`config.mk`:
```
export PLATFORM = sky130hd
export DESIGN_NAME = nco_sweep
export DESIGN_NICKNAME = d
export VERILOG_FILES = /design/src/rtl/nco_pkg.sv /design/src/rtl/nco_dwell_timer.sv /design/src/rtl/nco_sweep.sv
export SDC_FILE = /design/constraint.sdc
export NUM_CORES = 1
export LEC_CHECK = 0
export ABC_AREA = 1
export BUFFER_PORTS_ARGS = -buffer_cell sky130_fd_sc_hd__buf_2
export CORE_MARGIN = 2
export CORE_UTILIZATION = 29
export DETAILED_ROUTE_END_ITERATION = 16
export SYNTH_ARGS = -nofsm -noshare
export SYNTH_HDL_FRONTEND = slang
export SYNTH_SLANG_ARGS = --single-unit
```
`constraint.sdc`:
```
create_clock -name clk_i -period 9.95 [get_ports clk_i]
set_clock_uncertainty 0.1 [all_clocks]
set_input_delay 1.4925 -clock clk_i [delete_from_list [all_inputs] [get_ports clk_i]]
set_output_delay 1.4925 -clock clk_i [all_outputs]
set_load 0.02 [all_outputs]
```
`src/rtl/nco_pkg.sv`:
```
// Shared types and constants for the NCO frequency-sweep controller.
package nco_pkg;

    typedef enum logic [1:0] {StIdle, StRamp, StHold} sweep_state_e;

    localparam int unsigned LutsizeDefault = 10;
    localparam int unsigned FracWDefault   = 8;
    localparam int unsigned DwellWDefault  = 16;

    function automatic int unsigned ftw_width(input int unsigned lutsize,
                                              input int unsigned frac_w);
        return lutsize + 1 + frac_w;
    endfunction

endpackage

```
`src/rtl/nco_dwell_timer.sv`:
```
// Enable-gated dwell counter; expire_o is high on the enabled cycle that completes a dwell.
module nco_dwell_timer #(
    parameter int unsigned DWELL_W = 16
) (
    input  logic               clk_i,
    input  logic               rst_i,
    input  logic               en_i,
    input  logic               clr_i,
    input  logic [DWELL_W-1:0] dwell_i,
    output logic               expire_o
);

    logic [DWELL_W-1:0] cnt_q, cnt_d;
    logic [DWELL_W:0]   target;
    logic [DWELL_W:0]   cnt_inc;

    always_comb begin
        // A dwell of zero behaves as a single-cycle dwell.
        target   = (dwell_i == '0) ? {{DWELL_W{1'b0}}, 1'b1} : {1'b0, dwell_i};
        cnt_inc  = {1'b0, cnt_q} + {{DWELL_W{1'b0}}, 1'b1};
        expire_o = en_i && !clr_i && (cnt_inc >= target);
        if (clr_i || expire_o) begin
            cnt_d = '0;
        end else if (en_i) begin
            cnt_d = cnt_inc[DWELL_W-1:0];
        end else begin
            cnt_d = cnt_q;
        end
    end

    always_ff @(posedge clk_i or posedge rst_i) begin
        if (rst_i) begin
            cnt_q <= '0;
        end else begin
            cnt_q <= cnt_d;
        end
    end

endmodule

```
`src/rtl/nco_sweep.sv`:
```
// Frequency-sweep controller driving the NCO integer/fractional tuning word.
module nco_sweep
    import nco_pkg::*;
#(
    parameter int unsigned LUTSIZE = LutsizeDefault,
    parameter int unsigned FRAC_W  = FracWDefault,
    parameter int unsigned DWELL_W = DwellWDefault,
    localparam int unsigned FTW_W  = ftw_width(LUTSIZE, FRAC_W)
) (
    input  logic               clk_i,
    input  logic               rst_i,
    input  logic               en_i,
    input  logic               start_i,
    input  logic               abort_i,
    input  logic [FTW_W-1:0]   start_ftw_i,
    input  logic [FTW_W-1:0]   stop_ftw_i,
    input  logic [FTW_W-1:0]   step_i,
    input  logic [DWELL_W-1:0] dwell_i,
    input  logic               repeat_i,
    input  logic               tri_i,
    output logic [LUTSIZE:0]   iftw_o,
    output logic [FRAC_W-1:0]  fftw_o,
    output logic               busy_o,
    output logic               step_tick_o,
    output logic               done_o
);

    sweep_state_e       state_q, state_d;
    logic [FTW_W-1:0]   ftw_q, ftw_d, start_q, start_d, stop_q, stop_d, step_q, step_d;
    logic [DWELL_W-1:0] dwell_q, dwell_d;
    logic               dir_up_q, dir_up_d, repeat_q, repeat_d, tri_q, tri_d;
    logic               step_tick_q, step_tick_d, done_q, done_d;
    logic               expire, timer_clr, hit;
    logic [FTW_W:0]     sum, diff;

    assign timer_clr = (state_q == StIdle) || start_i || abort_i;

    nco_dwell_timer #(
        .DWELL_W (DWELL_W)
    ) u_dwell_timer (
        .clk_i    (clk_i),
        .rst_i    (rst_i),
        .en_i     (en_i),
        .clr_i    (timer_clr),
        .dwell_i  (dwell_q),
        .expire_o (expire)
    );

    // One extra bit catches wrap past either end of the tuning range.
    always_comb begin
        sum  = {1'b0, ftw_q} + {1'b0, step_q};
        diff = {1'b0, ftw_q} - {1'b0, step_q};
        if (dir_up_q) begin
            hit = sum[FTW_W] || (sum[FTW_W-1:0] >= stop_q) || (step_q == '0);
        end else begin
            hit = diff[FTW_W] || (diff[FTW_W-1:0] <= stop_q) || (step_q == '0);
        end
    end

    always_ff @(posedge clk_i or posedge rst_i) begin
        if (rst_i) begin
            state_q     <= StIdle;
            ftw_q       <= '0;
            start_q     <= '0;
            stop_q      <= '0;
            step_q      <= '0;
            dwell_q     <= '0;
            dir_up_q    <= 1'b0;
            repeat_q    <= 1'b0;
            tri_q       <= 1'b0;
            step_tick_q <= 1'b0;
            done_q      <= 1'b0;
        end else begin
            state_q     <= state_d;
            ftw_q       <= ftw_d;
            start_q     <= start_d;
            stop_q      <= stop_d;
            step_q      <= step_d;
            dwell_q     <= dwell_d;
            dir_up_q    <= dir_up_d;
            repeat_q    <= repeat_d;
            tri_q       <= tri_d;
            step_tick_q <= step_tick_d;
            done_q      <= done_d;
        end
    end

    always_comb begin
        state_d     = state_q;
        ftw_d       = ftw_q;
        start_d     = start_q;
        stop_d      = stop_q;
        step_d      = step_q;
        dwell_d     = dwell_q;
        dir_up_d    = dir_up_q;
        repeat_d    = repeat_q;
        tri_d       = tri_q;
        step_tick_d = 1'b0;
        done_d      = 1'b0;
        if (abort_i) begin
            state_d = StIdle;
        end else if (start_i) begin
            start_d  = start_ftw_i;
            stop_d   = stop_ftw_i;
            step_d   = step_i;
            dwell_d  = dwell_i;
            repeat_d = repeat_i;
            tri_d    = tri_i;
            ftw_d    = start_ftw_i;
            dir_up_d = (start_ftw_i <= stop_ftw_i);
            state_d  = StRamp;
        end else begin
            unique case (state_q)
                StRamp: begin
                    if (expire) begin
                        step_tick_d = 1'b1;
                        if (hit) begin
                            ftw_d   = stop_q;
                            state_d = StHold;
                        end else begin
                            ftw_d = dir_up_q ? sum[FTW_W-1:0] : diff[FTW_W-1:0];
                        end
                    end
                end
                StHold: begin
                    if (expire) begin
                        state_d = StRamp;
                        if (!repeat_q) begin
                            done_d  = 1'b1;
                            state_d = StIdle;
                        end else if (!tri_q) begin
                            ftw_d       = start_q;
                            step_tick_d = 1'b1;
                        end else begin
                            // FTW already sits on the old stop, which becomes the new start.
                            start_d  = stop_q;
                            stop_d   = start_q;
                            dir_up_d = !dir_up_q;
                        end
                    end
                end
                default: ;
            endcase
        end
    end

    always_comb begin
        iftw_o      = ftw_q[FTW_W-1:FRAC_W];
        fftw_o      = ftw_q[FRAC_W-1:0];
        busy_o      = (state_q != StIdle);
        step_tick_o = step_tick_q;
        done_o      = done_q;
    end

endmodule

```
[After elaboration in Yosys (flattened, before gate mapping)]
Index checks and enable logic that the tools add are counted.
Operators by class
  equality and inequality tests: 9
  reductions and logical operators: 26
  mux-type cells: 46
  bitwise gates (word level): 1
  add/subtract/negate cells: 3
  magnitude comparators: 4
Operators with widths (count)
  19-bit 2-to-1 mux: 17
  16-bit 2-to-1 mux: 3
  19-bit less-or-equal comparator: 2
  19-bit one-hot mux with 2 select lines: 1
  19-bit by 19-bit adder with 20-bit output: 1
  19-bit by 19-bit subtractor with 20-bit output: 1
  19-bit greater-or-equal comparator: 1
  19-bit logical NOT: 1
  1-bit 2-to-1 mux: 18
  16-bit by 1-bit adder with 17-bit output (second input constant): 1
  17-bit greater-or-equal comparator: 1
  16-bit logical NOT: 1
  3-bit inequality test (second input constant): 4
  4-bit inequality test (second input constant): 3
  2-bit nonzero test: 6
  2-bit 2-to-1 mux: 5
  1-bit logical OR: 7
  6-bit AND reduction: 1
  5-bit AND reduction: 1
  2-bit one-hot mux with 2 select lines: 1
  4-bit AND reduction: 1
  4-bit nonzero test: 1
  3-bit nonzero test: 1
  2-bit by 1-bit equality test with 1-bit output (second input constant): 1
  other kinds (7): 9
Storage, ports and cells
  input bits: 80
  output and inout port bits: 22
  logic and storage cells: 101
  flip-flop bits (word level): 115

[Depth between registers and ports, before layout]
  depth in word-level cells: 10
  depth in mapped cells: 28
  mapped depth without buffers: 26

[Modules after synthesis]
A second synthesis with hierarchy kept.
Second synthesis, totals
  cell total of the unflattened synthesis: 1610
  area, all modules: 10884.2 µm²
By module, submodules not included
  nco_sweep: cells each 1353, area each 9180.1 µm², times used 1, sequential area each 2477.4 µm²
  nco_dwell_timer: cells each 257, area each 1704.1 µm², times used 1, sequential area each 400.4 µm²

[Least setup slack after synthesis]
Ideal clock, no wire load.
  path kind: register to register
  from: register ftw_q[0]
  to: register state_q[0]
  clock period less this slack: 3.465 ns
  stages on the path, launching flop included: 26
  library setup time: 0.117 ns
  path slack: 6.485 ns
  arrival time: 3.248 ns
  path buffers: 0
  data required time: 9.733 ns
  path through: dfrtp_1 -> inv_1 -> ha_1 -> fa_1 -> inv_1 -> nand3_1 -> nand3_1 -> nand2_1 -> nand2_1 -> nand3_1 -> nand3_1 -> nand2_1 -> ha_1 -> nand2_1 -> nor2_1 -> nand2_1 -> nor2_1 -> nand2_1 -> nand3_1 -> nand3_1 -> a21boi_1 -> nand3_1 -> nand2_1 -> nand2_1 -> nand2_1 -> nand2_1
Between the ends
  longest elaborated chain between the ends: 7
  elaborated cells between the ends (all ways): 11
  those cells by class: add/sub: 2; order compare: 2; eq/ne: 1; mux: 1; reduce/logical: 5
Ends and longest elaborated chain
  from (decl): RTL line nco_sweep.sv:29  | logic [FTW_W-1:0] ftw_q, ftw_d, start_q, start_d, stop_q, stop_d, step_q, step_d;
  from (signal assigned): RTL line nco_sweep.sv:75  | ftw_q <= ftw_d;
  19-bit by 19-bit subtractor with 20-bit output / 19-bit by 19-bit adder with 20-bit output (equally long branches): RTL line nco_sweep.sv:52, nco_sweep.sv:51
  19-bit less-or-equal comparator / 19-bit greater-or-equal comparator (equally long branches): RTL line nco_sweep.sv:56, nco_sweep.sv:54
  1-bit logical OR, on equally long branches (2 in a row): RTL line nco_sweep.sv:56, nco_sweep.sv:54
  1-bit 2-to-1 mux (*): RTL line nco_sweep.sv:53  | if (dir_up_q) begin
  4-bit inequality test (no source line) (*)
  4-bit AND reduction (no source line) (*)
  to (signal assigned): RTL line nco_sweep.sv:62  | state_q <= StIdle;
  to (signal assigned): RTL line nco_sweep.sv:74  | state_q <= state_d;
  to (decl): RTL line nco_sweep.sv:28  | sweep_state_e state_q, state_d;
Every way passes the cells marked *; elsewhere a longest branch is shown, timed or not.
A chain may end at the register's enable or synchronous reset.

[Worst setup path in the final report]
  from: register ftw_q[0]
  to: register ftw_q[5]
Between the ends
  longest elaborated chain between the ends: 9
  elaborated cells between the ends (all ways): 14
  those cells by class: add/sub: 2; order compare: 2; mux: 6; reduce/logical: 4
Ends and longest elaborated chain
  19-bit by 19-bit subtractor with 20-bit output / 19-bit by 19-bit adder with 20-bit output (equally long branches): RTL line nco_sweep.sv:52, nco_sweep.sv:51
  19-bit less-or-equal comparator / 19-bit greater-or-equal comparator (equally long branches): RTL line nco_sweep.sv:56, nco_sweep.sv:54
  1-bit logical OR, on equally long branches (2 in a row): RTL line nco_sweep.sv:56, nco_sweep.sv:54
  1-bit 2-to-1 mux: RTL line nco_sweep.sv:53
  19-bit 2-to-1 mux (*): RTL line nco_sweep.sv:117  | if (hit) begin
  19-bit 2-to-1 mux (*): RTL line nco_sweep.sv:115  | if (expire) begin
  19-bit one-hot mux with 2 select lines (*): RTL line nco_sweep.sv:113  | unique case (state_q)
  19-bit 2-to-1 mux (*): RTL line nco_sweep.sv:102  | end else if (start_i) begin
Every way passes the cells marked *; elsewhere a longest branch is shown, timed or not. The select of a mux whose other input is x is not followed.

==> reports/metrics.cfg <==
[setup_path]
required_ns=10.20
r2r-end=ftw_q[5]$_DFFE_PP0P_
critPathArrivalTime_ns=5.14
cp-end-kind=register
reg2reg_from=ftw_q[0]$_DFFE_PP0P_
cp_max_fo=21
worst-setup-path-type=register to register
rr_worst_depth=22
r2r_slack_ns=5.06
start_kind=register

[timing]
setup_viol=0
worst_pin_slew_ns=1.08
rsz0062_at_grt=no
fin_crit_sh_pct=49.1
clock.fmax_mhz=205
drv_slew=0
setup_tns_ns=0
slew_headroom_pct=27.8
fin_crit_ns=4.89
hold_viol=0

[yosys]
synth-main-ff-cell=dfrtp_1
ys_seq_elements=115
synth-edff-count=0
synth_cells=1609
async_flop_share_pct=100
syn_area_per_cell_um2=6.61
syn_area_mm2=0.0106
synthDistinctLibCells=48
yosysWarnings=0
synth_nets=1806
yosysSeqAreaShare_pct=27.1

[clock_tree]
clkSinkCount=115
clockBufferDepth=2
cts_tree=built
cts_root_buf=clkbuf_16
cts.reportedPaths.clkPinSlew_ns=0.06
clock_latency_ns=0.43
postCtsSetupRepairBufs=0
cts_resized=0
htreeDepth=4
numCtsBuffers=17
hold_buffers=0

[global_route]
grt_antenna_before_repair=1
grt_max_degree=82
grt_pass1_vias=10300
grt_pass1_wl_um=55200
grt_usage_pct=18.5
overflow=0

[floorplanning]
dieArea_mm2=0.0382
dieWidth_um=195
initial_core_util_pct=29.2
num_io_pins=102
fp-row-count=70
core_mm2=0.0363
die_h_um=195

[finish]
fin_cells=2160
layout.nets=1875
drive_gt1_share_pct=11.6
area_delta_synth_final_pct=13.6
final_common_cell=nand2_1
mostFrequentLayoutCells=nand2_1, inv_1, nor2_1, a21oi_1

[route]
drt_pass1_iterations=6
ant_nets=0
viasPerCell=4.91
num_vias=10600
first_iter_violations=808
drc_errors=0
drt-total-wl_um=34900
wire_per_inst_um=16.2

[power_and_ir_drop]
p_int_mw=1.45
p_leak_nw=6.47
powerDensity_mw_per_mm2=235
peakVddDrop_mv=0.144
switchingPower_mw=1.38
clockPowerShare_pct=23.0
switching_share_pct=48.7
p_comb_share_pct=54.9
power_mw=2.83
seqPwrFrac_pct=22.1

[worst_hold_path]
min_path_cells=2
hold_class=register to register
min-delay-start=start_q[7]$_DFFE_PP0P_
holdPathEnd=start_q[7]$_DFFE_PP0P_

[placed_design]
globalplace.congestion=0.977
port_buffers=101
hpwl_um=27900
dp.cells=2127

[flow_run]
max_cap_viol_count=0

[run_status]
status=finished clean

registers in the layout, summed over array words and instances, names as in the netlist:
name	count
ftw_q	19
done_o	1
stop_q	19
start_q	19
dir_up_q	1
dwell_q	16
state_q	2
u_dwell_timer.cnt_q	16
step_q	19
repeat_q	1
tri_q	1
step_tick_o	1
critical path, cell delays in order, from the launching register on:
cell and delay (ns):
dfrtp_1 0.46, ha_1 0.34, inv_1 0.09, fa_1 0.39, inv_1 0.23, nand2_1 0.09
nand3_1 0.15, nand3_1 0.13, nand2_1 0.16, nand2_1 0.12, nand3_1 0.13, nand2_1 0.11
ha_1 0.32, nand2_1 0.07, nor2_1 0.04, and2_1 0.15, nand3b_1 0.09, nand4_1 0.12
o21ai_2 0.71, nand3_4 0.40, nand2_1 0.16, nand3_1 0.08, a21oi_1 0.18
logic make-up (layout without fill, tap and decap cells):
group / count (synthesis) / in the layout / share of synthesized area, %
AOI/OAI and AO/OA: 279 / 279 / 14.6
xor gates and xnor gates: 22 / 22 / 1.81
adders and majority gates: 117 / 117 / 13.9
buffers and inverters: 306 / 388 / 11.6
DFF: 115 / 115 / 27.1
muxes: 3 / 3 / 0.318
other: 0 / 1 / 0
and+or+nand+nor: 767 / 767 / 30.6
through the flow:
| stage | worst slack (ns) | util [%] | hold slack [ns] | area (um^2) |
|---|---|---|---|---|
| 6_report | 5.06 | 33.2 | 0.433 | 12100 |
| 5_1_grt | 4.74 | 33.2 | 0.461 | 12100 |
| 4_1_cts | 5.23 | 33.2 | 0.435 | 12100 |
| 3_5_place_dp | 5.26 | 31.5 | 0.420 | 11500 |
| 3_3_place_gp | 5.34 | 31.5 | 0.410 | 11500 |
| 2_1_floorplan | 5.31 | - | 0.369 | 10600 |
worst max-delay path by stage:
stage                             to            startpoint  slack (ns)  cells after the start
3_5_place_dp    ftw_q[8]$_DFFE_PP0P_  ftw_q[0]$_DFFE_PP0P_        5.26                     22
6_report        ftw_q[5]$_DFFE_PP0P_  ftw_q[0]$_DFFE_PP0P_        5.06                     22
2_1_floorplan   dir_up_q$_DFFE_PP0P_                 rst_i        5.31                      1
3_3_place_gp   ftw_q[18]$_DFFE_PP0P_  ftw_q[0]$_DFFE_PP0P_        5.34                     23
4_1_cts         ftw_q[5]$_DFFE_PP0P_  ftw_q[0]$_DFFE_PP0P_        5.23                     22
5_1_grt        ftw_q[18]$_DFFE_PP0P_  ftw_q[0]$_DFFE_PP0P_        4.74                     22
power groups by stage:
stage                     registers [mW]  clock network [mW]  logic, mW
after floorplan                    0.618                   0       1.11
after global placement             0.634                   0       1.52
after detailed placement           0.636                   0       1.53
after CTS                          0.627               0.663       1.54
after global routing               0.633               0.684       1.77
final                              0.625               0.652       1.56
routing by layer:
layer / vias to the layer above / part of all wire (%) / track usage [%]
li1: 5323 / - / -
met1: 4903 / 43 / 23.2
met2: 322 / 49 / 32.8
met3: 50 / 5.6 / 2.78
met4: 0 / 2.7 / 5.82
met5: - / 0 / 0
cells in the mapped netlist (all sizes together) (3+ instances only):
cell / instances / area [um^2]
buf: 31 / 194
o21ai: 128 / 719
a21oi: 125 / 629
o22ai: 5 / 31.3
nor2: 142 / 553
nor4: 6 / 37.5
o21bai: 7 / 52.6
nor3: 18 / 90.1
xor2: 21 / 184
nand3: 115 / 593
nand4: 32 / 200
clkbuf: 25 / 100
inv: 248 / 931
nand2: 449 / 1750
mux2: 3 / 33.8
nand3b: 3 / 22.5
ha: 115 / 1440
dfrtp: 115 / 2880
a21boi: 4 / 41.3
a21o: 3 / 22.5
area by class of cell:
class / instances / area [um^2]
inverters: 250 / 942
fillers: 3991 / 24300
multi-input cells: 1188 / 6520
clock buffers: 19 / 433
diodes: 1 / 2.50
clock inverters: 13 / 171
repair buffers: 106 / 543
well taps: 468 / 586
flip-flops and latches: 115 / 2880
Power figures use the tool's default switching activity.
